## config.mk

```make
export PLATFORM = sky130hd
export DESIGN_NAME = complex_mult_sched
export DESIGN_NICKNAME = d
export VERILOG_FILES = /design/src/rtl/cmplx_pkg.sv /design/src/rtl/rr_arbiter.sv /design/src/rtl/complex_mult_sched.sv
export SDC_FILE = /design/constraint.sdc
export NUM_CORES = 2
export LEC_CHECK = 0
export ABC_CLOCK_PERIOD_IN_PS = 7900
export BUFFER_PORTS_ARGS = -buffer_cell sky130_fd_sc_hd__clkbuf_2
export CAP_MARGIN = 20
export CORE_AREA = 5 5 351 353
export DETAILED_ROUTE_END_ITERATION = 8
export DIE_AREA = 0 0 356 358
export GPL_ROUTABILITY_DRIVEN = 0
export PLACE_DENSITY = 0.65
export SLEW_MARGIN = 20
export SYNTH_ARGS = -nofsm -noshare
export SYNTH_HDL_FRONTEND = slang
export SYNTH_HIERARCHICAL = 1
export SYNTH_SLANG_ARGS = --single-unit
```

## constraint.sdc

```tcl
create_clock -name clk -period 7.9 [get_ports clk]
set_clock_uncertainty 0.05 [all_clocks]
set_input_delay 1.185 -clock clk [delete_from_list [all_inputs] [get_ports clk]]
set_output_delay 1.185 -clock clk [all_outputs]
set_load 0.02 [all_outputs]
```

## src/rtl/cmplx_pkg.sv

```systemverilog
// Shared constants for the complex multiplier scheduler: default operand
// widths, result width derivation and a constant-evaluable clog2.
package cmplx_pkg;

  localparam int DEF_AW = 16;
  localparam int DEF_BW = 16;

  // Smallest component width that holds a full-precision complex product.
  function automatic int min_ow(input int aw, input int bw);
    return aw + bw + 1;
  endfunction

  // Never returns less than 1 so a tag port always exists.
  function automatic int clog2(input int n);
    int r;
    r = 1;
    for (int i = 1; i < 31; i++) begin
      if ((1 << i) < n) r = i + 1;
    end
    return r;
  endfunction

endpackage

```

## src/rtl/rr_arbiter.sv

```systemverilog
// Rotating-priority arbiter: the first asserted request at or after ptr_i
// (wrapping modulo N) wins; the pointer itself is owned by the caller.
module rr_arbiter
  import cmplx_pkg::*;
#(
  parameter int N  = 4,
  parameter int IW = clog2(N)
) (
  input  logic [N-1:0]  req_i,
  input  logic [IW-1:0] ptr_i,
  input  logic          en_i,
  output logic [N-1:0]  grant_o,
  output logic [IW-1:0] idx_o
);

  logic          found;
  logic [IW-1:0] pos;
  int            j;

  always_comb begin
    grant_o = '0;
    idx_o   = '0;
    found   = 1'b0;
    pos     = '0;
    j       = 0;
    for (int k = 0; k < N; k++) begin
      j = int'(ptr_i) + k;
      if (j >= N) j = j - N;
      pos = IW'(j);
      if (!found && req_i[pos]) begin
        found = 1'b1;
        idx_o = pos;
      end
    end
    // idx_o is still reported when disabled; only the grant is gated.
    if (en_i && found) grant_o[idx_o] = 1'b1;
  end

endmodule

```

## src/rtl/complex_mult_sched.sv

```systemverilog
// Round-robin sharing of one 3-stage full-precision complex multiplier
// among N_REQ requesters; results leave in grant order tagged with the source.
module complex_mult_sched
  import cmplx_pkg::*;
#(
  parameter  int N_REQ = 4,
  parameter  int AW    = DEF_AW,
  parameter  int BW    = DEF_BW,
  parameter  int OW    = min_ow(AW, BW),
  localparam int IDW   = clog2(N_REQ)
) (
  input  logic                clk,
  input  logic                rst,
  input  logic [N_REQ-1:0]    req_valid,
  output logic [N_REQ-1:0]    req_ready,
  input  logic [N_REQ*AW-1:0] req_a_re,
  input  logic [N_REQ*AW-1:0] req_a_im,
  input  logic [N_REQ*BW-1:0] req_b_re,
  input  logic [N_REQ*BW-1:0] req_b_im,
  output logic                res_valid,
  input  logic                res_ready,
  output logic [OW-1:0]       res_re,
  output logic [OW-1:0]       res_im,
  output logic [IDW-1:0]      res_id,
  output logic                busy
);

  localparam int PW = AW + BW;

  if (OW < PW + 1) begin : g_bad_ow
    $error("complex_mult_sched: OW must be at least AW+BW+1");
  end

  // Handshakes: a transfer happens on a rising edge where valid and ready are
  // both 1. Requesters hold valid and operands until accepted; req_ready never
  // looks at operand values. The result side holds res_* while res_ready=0.

  function automatic logic signed [PW-1:0] mul(input logic signed [AW-1:0] a,
                                               input logic signed [BW-1:0] b);
    return $signed({{BW{a[AW-1]}}, a}) * $signed({{AW{b[BW-1]}}, b});
  endfunction

  function automatic logic signed [OW-1:0] sext(input logic signed [PW-1:0] p);
    return {{(OW-PW){p[PW-1]}}, p};
  endfunction

  logic                 advance;
  logic                 hs;
  logic [N_REQ-1:0]     grant;
  logic [IDW-1:0]       g_idx;
  logic [IDW-1:0]       ptr_q, ptr_d;

  logic [AW-1:0]        sel_a_re, sel_a_im;
  logic [BW-1:0]        sel_b_re, sel_b_im;

  logic                 s1_v_q, s1_v_d;
  logic signed [AW-1:0] s1_a_re_q, s1_a_re_d, s1_a_im_q, s1_a_im_d;
  logic signed [BW-1:0] s1_b_re_q, s1_b_re_d, s1_b_im_q, s1_b_im_d;
  logic [IDW-1:0]       s1_id_q, s1_id_d;

  logic                 s2_v_q, s2_v_d;
  logic signed [PW-1:0] s2_rr_q, s2_rr_d, s2_ii_q, s2_ii_d;
  logic signed [PW-1:0] s2_ir_q, s2_ir_d, s2_ri_q, s2_ri_d;
  logic [IDW-1:0]       s2_id_q, s2_id_d;

  logic                 s3_v_q, s3_v_d;
  logic signed [OW-1:0] s3_re_q, s3_re_d, s3_im_q, s3_im_d;
  logic [IDW-1:0]       s3_id_q, s3_id_d;

  // One shared stall: the whole pipe moves only when the output slot frees up.
  assign advance = !s3_v_q || res_ready;

  rr_arbiter #(
    .N  (N_REQ),
    .IW (IDW)
  ) u_arb (
    .req_i   (req_valid),
    .ptr_i   (ptr_q),
    .en_i    (advance && !rst),
    .grant_o (grant),
    .idx_o   (g_idx)
  );

  assign req_ready = grant;
  assign hs        = |grant;

  assign sel_a_re = req_a_re[g_idx*AW +: AW];
  assign sel_a_im = req_a_im[g_idx*AW +: AW];
  assign sel_b_re = req_b_re[g_idx*BW +: BW];
  assign sel_b_im = req_b_im[g_idx*BW +: BW];

  always_comb begin
    ptr_d = ptr_q;
    if (hs) ptr_d = (g_idx == IDW'(N_REQ - 1)) ? '0 : g_idx + 1'b1;
  end

  always_comb begin
    s1_v_d    = s1_v_q;
    s1_a_re_d = s1_a_re_q;
    s1_a_im_d = s1_a_im_q;
    s1_b_re_d = s1_b_re_q;
    s1_b_im_d = s1_b_im_q;
    s1_id_d   = s1_id_q;
    s2_v_d    = s2_v_q;
    s2_rr_d   = s2_rr_q;
    s2_ii_d   = s2_ii_q;
    s2_ir_d   = s2_ir_q;
    s2_ri_d   = s2_ri_q;
    s2_id_d   = s2_id_q;
    s3_v_d    = s3_v_q;
    s3_re_d   = s3_re_q;
    s3_im_d   = s3_im_q;
    s3_id_d   = s3_id_q;
    if (advance) begin
      s1_v_d = hs;
      if (hs) begin
        s1_a_re_d = sel_a_re;
        s1_a_im_d = sel_a_im;
        s1_b_re_d = sel_b_re;
        s1_b_im_d = sel_b_im;
        s1_id_d   = g_idx;
      end
      s2_v_d = s1_v_q;
      if (s1_v_q) begin
        s2_rr_d = mul(s1_a_re_q, s1_b_re_q);
        s2_ii_d = mul(s1_a_im_q, s1_b_im_q);
        s2_ir_d = mul(s1_a_im_q, s1_b_re_q);
        s2_ri_d = mul(s1_a_re_q, s1_b_im_q);
        s2_id_d = s1_id_q;
      end
      // Data registers only load behind a valid item, so the last result stays visible.
      s3_v_d = s2_v_q;
      if (s2_v_q) begin
        s3_re_d = sext(s2_rr_q) - sext(s2_ii_q);
        s3_im_d = sext(s2_ir_q) + sext(s2_ri_q);
        s3_id_d = s2_id_q;
      end
    end
  end

  always_ff @(posedge clk) begin
    if (rst) begin
      ptr_q     <= '0;
      s1_v_q    <= 1'b0;
      s1_a_re_q <= '0;
      s1_a_im_q <= '0;
      s1_b_re_q <= '0;
      s1_b_im_q <= '0;
      s1_id_q   <= '0;
      s2_v_q    <= 1'b0;
      s2_rr_q   <= '0;
      s2_ii_q   <= '0;
      s2_ir_q   <= '0;
      s2_ri_q   <= '0;
      s2_id_q   <= '0;
      s3_v_q    <= 1'b0;
      s3_re_q   <= '0;
      s3_im_q   <= '0;
      s3_id_q   <= '0;
    end else begin
      ptr_q     <= ptr_d;
      s1_v_q    <= s1_v_d;
      s1_a_re_q <= s1_a_re_d;
      s1_a_im_q <= s1_a_im_d;
      s1_b_re_q <= s1_b_re_d;
      s1_b_im_q <= s1_b_im_d;
      s1_id_q   <= s1_id_d;
      s2_v_q    <= s2_v_d;
      s2_rr_q   <= s2_rr_d;
      s2_ii_q   <= s2_ii_d;
      s2_ir_q   <= s2_ir_d;
      s2_ri_q   <= s2_ri_d;
      s2_id_q   <= s2_id_d;
      s3_v_q    <= s3_v_d;
      s3_re_q   <= s3_re_d;
      s3_im_q   <= s3_im_d;
      s3_id_q   <= s3_id_d;
    end
  end

  assign res_valid = s3_v_q;
  assign res_re    = s3_re_q;
  assign res_im    = s3_im_q;
  assign res_id    = s3_id_q;
  assign busy      = s1_v_q || s2_v_q || s3_v_q;

endmodule
```

# --- Word-level counts from Yosys, hierarchy flattened ---
# Index checks and enable logic that the tools add are counted.
word_totals:
  ff_bits: 269
  latchBits: 0
  ramBits: 0
  rom_bits: 0
  input_bits: 263
  out_inout_bits: 74
  word_cells: 88
  n_memories: 0
op_classes:
  n_addsub: 10
  mul: 4
  div: 0
  order_cmp: 10
  eq_ne: 1
  n_shift: 4
  muxes: 24
  n_bitwise: 0
  reduce_logical: 18
op_table:
  columns: ["cell", "count"]
  rows:
  - ["$shiftx A64 B7 Y16", 4]
  - ["$mul A16 B16 Y32", 4]
  - ["$add A32 B32 Y33", 1]
  - ["$sub A32 B32 Y33", 1]
  - ["$mux W2", 9]
  - ["$lt A2 B3 Y1 const B", 5]
  - ["$ge A3 B3 Y1 const B", 3]
  - ["$mux W1", 9]
  - ["$bmux W1 S2", 4]
  - ["$sub A2 B1 Y2 const B", 4]
  - ["$add A2 B2 Y3 const B", 2]
  - ["$logic_and A1 B1 Y1", 6]
  - ["$reduce_and A2 Y1", 3]
  - ["$logic_not A1 Y1", 5]
  - ["$mux W4", 1]
  - ["$reduce_or A4 Y1", 1]
  - ["$add A2 B1 Y3 const B", 1]
  - ["$ge A2 B3 Y1 const B", 1]
  - ["$logic_or A1 B1 Y1", 3]
  - ["$add A2 B1 Y2 const B", 1]
  - ["$demux W1 S2", 1]
  - ["$eq A2 B2 Y1 const B", 1]
  - ["$ge A2 B1 Y1 const B", 1]

# --- Longest topological paths before layout ---
logic_depth:
  depth_word: 21
  ltp_mapped: 24
  mapped_depth_nobuf: 22

# --- By module ---
# The synthesis kept the hierarchy.
by_module_without_submodules:
  columns: ["module", "instances", "cells_per_inst", "area_per_inst_um2", "seq_area_each_um2"]
  rows:
  - ["complex_mult_sched", 1, 6047, 53287.4, 5385.2]
  - ["rr_arbiter", 1, 19, 135.1, 0.0]

# --- Worst setup path after synthesis ---
# No wires, ideal clock.
synth_path:
  path_kind: "register -> register"
  start: "reg s1_a_re_q[15]"
  end: "reg s2_rr_q[31]"
  setup_time_ps: 106
  arrival_time_ps: 6153
  required_ps: 7744
  path_slack_ps: 1591
  path_stages_with_launch: 21
  n_path_buf: 1
  synth_period_minus_slack_ps: 6309
  cell_sequence: "dfxtp_1 -> clkbuf_1 -> nand2_1 -> inv_1 -> fa_1 -> fa_1 -> fa_1 -> fa_1 -> fa_1 -> inv_1 -> fa_1 -> inv_1 -> ha_1 -> a21o_1 -> a221o_1 -> a211oi_1 -> o21ai_0 -> nand3_1 -> a211oi_1 -> or4_1 -> o311ai_0"
synth_between:
  elab_chain_cells: 1
synth_lines:
  columns: ["item", "line", "source"]
  rows:
  - ["start, declared", "complex_mult_sched.sv:57", "logic signed [AW-1:0] s1_a_re_q, s1_a_re_d, s1_a_im_q, s1_a_im_d;"]
  - ["start signal, assigned", "complex_mult_sched.sv:163", "s1_a_re_q <= s1_a_re_d;"]
  - ["$mul A16 B16 Y32", "complex_mult_sched.sv:40", "return $signed({{BW{a[AW-1]}}, a}) * $signed({{AW{b[BW-1]}}, b});"]
  - ["end signal, assigned", "complex_mult_sched.sv:169", "s2_rr_q <= s2_rr_d;"]
  - ["end, declared", "complex_mult_sched.sv:62", "logic signed [PW-1:0] s2_rr_q, s2_rr_d, s2_ii_q, s2_ii_d;"]
# Every way passes these cells.
# A chain may end at the register's enable or synchronous reset.

# --- Final worst setup path ---
layout_path:
  start: "reg s1_a_im_q[9]"
  end: "reg s2_ir_q[30]"
layout_between:
  elab_chain_cells: 1
layout_lines:
  columns: ["item", "line", "source"]
  rows:
  - ["start, declared", "complex_mult_sched.sv:57", null]
  - ["start signal, assigned", "complex_mult_sched.sv:164", "s1_a_im_q <= s1_a_im_d;"]
  - ["$mul A16 B16 Y32", "complex_mult_sched.sv:40", null]
  - ["end signal, assigned", "complex_mult_sched.sv:171", "s2_ir_q <= s2_ir_d;"]
  - ["end, declared", "complex_mult_sched.sv:63", "logic signed [PW-1:0] s2_ir_q, s2_ir_d, s2_ri_q, s2_ri_d;"]
# Every way passes these cells.

==> impl_metrics.xml <==
<?xml version="1.0" encoding="UTF-8"?>
<metrics>
  <group name="finish">
    <metric name="layout_cell_share_with_drive_strength_beyond_1" unit="">0.09960</metric>
    <metric name="design.final.nets" unit="">7974</metric>
    <metric name="fin_cells" unit="">7910</metric>
    <metric name="nFillCells" unit="">11554</metric>
    <metric name="fin_area" unit="sq mm">0.05824</metric>
    <metric name="finish.utilization" unit="">0.4874</metric>
    <metric name="syn2layout_area_growth" unit="%">9.019</metric>
  </group>
  <group name="logic_synthesis">
    <metric name="yosysWarnings" unit="">6</metric>
    <metric name="post-synth-top-count-cell" unit="">inv_1</metric>
    <metric name="netlist_area_before_placement" unit="sq mm">0.05342</metric>
    <metric name="synthDistinctLibCells" unit="">84</metric>
    <metric name="synth_nets" unit="">7772</metric>
    <metric name="synth_enable_flop_cells" unit="">0</metric>
    <metric name="synthDominantAreaCellType" unit="">fa_1</metric>
    <metric name="post_synthesis_async_set_or_reset_flop_share" unit="">0</metric>
    <metric name="netlist.area_leader.share" unit="">0.3935</metric>
    <metric name="avgSynthCellArea" unit="sq um">8.807</metric>
    <metric name="synth_seq_area_share" unit="">0.1008</metric>
    <metric name="synth.top_cells.by_area" unit="">fa_1 39%, dfxtp_1 10%, ha_1 9.2%</metric>
    <metric name="post_synth_most_frequent_cells" unit="">1,217 x inv_1, 1,050 x fa_1, 901 x nand2_1</metric>
    <metric name="ys_ff_latch" unit="">269</metric>
    <metric name="netlist_instances" unit="">6066</metric>
    <metric name="synth_top_flop_cell" unit="">dfxtp_1</metric>
  </group>
  <group name="grt">
    <metric name="grt_antenna_before_repair" unit="">9</metric>
    <metric name="wire_length_of_the_first_global_routing_pass" unit="um">249300</metric>
    <metric name="grt.total_usage" unit="">0.2515</metric>
    <metric name="overall_overflow_remaining_after_global_route" unit="">0</metric>
    <metric name="maximum_number_of_pins_on_one_net_before_global_route_repair" unit="">76</metric>
    <metric name="first_global_vias" unit="">44103</metric>
  </group>
  <group name="die">
    <metric name="die_height" unit="um">358</metric>
    <metric name="initial_core_util" unit="">0.4471</metric>
    <metric name="floorplan.die_area" unit="sq mm">0.1274</metric>
    <metric name="core_area" unit="sq mm">0.1195</metric>
    <metric name="floorplan.die.width" unit="um">356</metric>
    <metric name="row_count" unit="">127</metric>
    <metric name="ioPinCount" unit="">337</metric>
  </group>
  <group name="sta">
    <metric name="final_hold_viol_count" unit="">0</metric>
    <metric name="worst-slew-pin-transition" unit="ps">1156</metric>
    <metric name="timing.final.crit_period" unit="ps">7303</metric>
    <metric name="post_route_fraction_of_the_period_consumed_by_the_critical_path" unit="">0.9244</metric>
    <metric name="setup_total_negative_slack" unit="ps">0</metric>
    <metric name="slew_headroom" unit="">0.2280</metric>
    <metric name="grt_setup_unrepaired" unit="">false</metric>
    <metric name="finalSetupViolations" unit="">0</metric>
    <metric name="maxSlewViolCount" unit="">0</metric>
    <metric name="fmax" unit="MHz">136.9</metric>
  </group>
  <group name="placed_design">
    <metric name="area_after_dpl" unit="sq mm">0.05701</metric>
    <metric name="io_buffers" unit="">336</metric>
    <metric name="detailedPlacementHpwl" unit="um">127600</metric>
    <metric name="dpl.cell_count" unit="">7841</metric>
  </group>
  <group name="run_status">
    <metric name="outcome" unit="">completed</metric>
  </group>
  <group name="drt">
    <metric name="detail_route.wl_per_cell" unit="um">19.88</metric>
    <metric name="route.final.wire_length" unit="um">157200</metric>
    <metric name="drtIter0Drc" unit="">3052</metric>
    <metric name="drt-vias-per-instance" unit="">5.302</metric>
    <metric name="detail-route-antenna-nets" unit="">0</metric>
    <metric name="drt_pass1_iterations" unit="">6</metric>
    <metric name="vias" unit="">41937</metric>
    <metric name="remaining_drc_errors" unit="">0</metric>
  </group>
  <group name="worst_hold_path">
    <metric name="hold_start" unit="">res_im[7]$_SDFFE_PP0P_</metric>
    <metric name="hold_path_end" unit="">res_im[7]$_SDFFE_PP0P_</metric>
    <metric name="hold_path_class" unit="">register to register</metric>
    <metric name="whs_path_depth" unit="">2</metric>
  </group>
  <group name="worst_setup_path">
    <metric name="critical_path.max_stage_delay" unit="ps">820</metric>
    <metric name="critical_path.n_buffers_inverters" unit="">5</metric>
    <metric name="timing.critical_path.from" unit="">s1_a_im_q[9]$_SDFFE_PP0P_</metric>
    <metric name="worstPathRequired" unit="ps">8300</metric>
    <metric name="r2r_end" unit="">s2_ir_q[30]$_SDFFE_PP0P_</metric>
    <metric name="critical_path.max_fanout" unit="">21</metric>
    <metric name="worst_path_most_repeated_cell" unit="">fa_1</metric>
    <metric name="r2r_setup_slack" unit="ps">600</metric>
    <metric name="rr_startpoint" unit="">s1_a_im_q[9]$_SDFFE_PP0P_</metric>
    <metric name="timing.reg2reg.worst_path_depth" unit="">22</metric>
    <metric name="critical-path-slowest-cell" unit="">dfxtp_1</metric>
    <metric name="worstPathCellList" unit="">buf_4 -&gt; and2_1 -&gt; fa_1 -&gt; inv_1 -&gt; fa_1 -&gt; fa_1 -&gt; inv_1 -&gt; fa_1 -&gt; fa_1 -&gt; inv_1 -&gt; fa_1 -&gt; inv_1 -&gt; ha_1 -&gt; a21o_1 -&gt; a21o_1 -&gt; a21oi_1 -&gt; o22ai_1 -&gt; o21ai_0 -&gt; a31oi_1 -&gt; o21ai_0 -&gt; xor2_1 -&gt; a21oi_1</metric>
    <metric name="critPathLaunchType" unit="">register</metric>
    <metric name="timing.critical_path.max_delay_family" unit="">adder cells</metric>
    <metric name="critPathCaptureType" unit="">register</metric>
    <metric name="worst-endpoint-arrival" unit="ps">7700</metric>
    <metric name="setup.worst_path.class" unit="">register to register</metric>
  </group>
  <group name="clocking">
    <metric name="clockRootBuffer" unit="">clkbuf_16</metric>
    <metric name="post_cts_buffers" unit="">0</metric>
    <metric name="worst_setup_hold_path_clk_slew" unit="ps">60</metric>
    <metric name="clock_sink_count" unit="">269</metric>
    <metric name="cts_hold_repair.buffers" unit="">0</metric>
    <metric name="cts_max_path_buffers" unit="">3</metric>
    <metric name="tritoncts_clock_tree" unit="">built</metric>
    <metric name="cts_buffers" unit="">37</metric>
    <metric name="clock_tree.htree_level_count" unit="">2</metric>
    <metric name="insertion_delay" unit="ps">620</metric>
    <metric name="post_cts.resized_instances" unit="">0</metric>
  </group>
  <group name="pwr">
    <metric name="vdd_drop_max" unit="mV">0.3417</metric>
    <metric name="power.density" unit="mW/mm^2">356.2</metric>
    <metric name="static-leakage-power" unit="nW">29.24</metric>
    <metric name="power.total" unit="mW">20.75</metric>
  </group>
  <group name="job">
    <metric name="maxCapViolCount" unit="">0</metric>
  </group>
</metrics>
[kinds of logic after synthesis]
logic type / after synthesis / synth area share
xor gates and xnor gates: 168 / 0.02754
and+or+nand+nor: 1833 / 0.1632
muxes: 70 / 0.02815
adders and majority gates: 1443 / 0.4855
DFF: 269 / 0.1008
buffers and inverters: 1520 / 0.1068
AOI/OAI and AO/OA: 763 / 0.08795
[worst max path at each step]
stage,end,cells past startpoint
after global routing,s2_rr_q[31]$_SDFFE_PP0P_,19
after global placement,s2_ir_q[30]$_SDFFE_PP0P_,20
after floorplan,s2_rr_q[31]$_SDFFE_PP0P_,20
after CTS,s2_ir_q[30]$_SDFFE_PP0P_,20
after detailed placement,s2_rr_q[31]$_SDFFE_PP0P_,19
final,s2_ir_q[30]$_SDFFE_PP0P_,22
[sequential cells by signal (all words and copies together), names as in the netlist, 32 cells and up]
signal and flops:
s2_ri_q 32, res_re 33, res_im 33, s2_ir_q 32, s2_ii_q 32, s2_rr_q 32
[cells in the final DEF, fill, tap and decap left out, types with 136 or more instances in the layout]
cell / count
inv_1: 1217
fa_1: 1050
nand2_1: 899
and2_1: 502
ha_1: 393
clkbuf_2: 335
a21oi_1: 319
dfxtp_1: 263
nor2_1: 174
o21ai_0: 136
[area by class of cell]
type                       instances  area, sq um  area share
antenna                            3        7.507   0.0001289
clock buffer                      48         1039     0.01783
clock inverter                    18        180.2    0.003094
inverter                        1220         4579     0.07863
multi-input combinational       4277        42370      0.7275
sequential                       269         5393     0.09259
tap                             1612         2017     0.03463
timing repair buffer             463         2656     0.04561
[metrics by stage]
stage / setup WS, ps / hold slack (ps)
floorplan: 1591 / 375.0
global placement: 786.7 / 388.9
detailed placement: 716.8 / 394.3
CTS: 726.4 / 401.5
global route: 311.8 / 412.7
finish: 597.5 / 398.6
[routing by layer]
layer	wire length, um	GRT usage
met3	16410	0.08082
met4	6444	0.08888
met2	69080	0.3923
met5	13	0
met1	65270	0.3310
[worst reg2reg max path: cells and delay by family (launching register included)]
family,cells,cell delay [ps]
adder cells (fa/ha/maj),7,3200
AO/OA/AOI/OAI,8,1900
XOR/XNOR,1,290
AND/OR/NAND/NOR,1,200
buffers and inverters,5,690
flip-flops,1,820
[where the power goes]
group	switching, mW	leakage, nW	internal [mW]	total (mW)
clock	0.725	0.598	1.00	1.72
combinational	10.1	26.4	6.22	16.3
sequential	0.919	2.19	1.78	2.70
total	11.7	29.2	9.00	20.7
No activity file was read; power rests on OpenSTA's default activity.
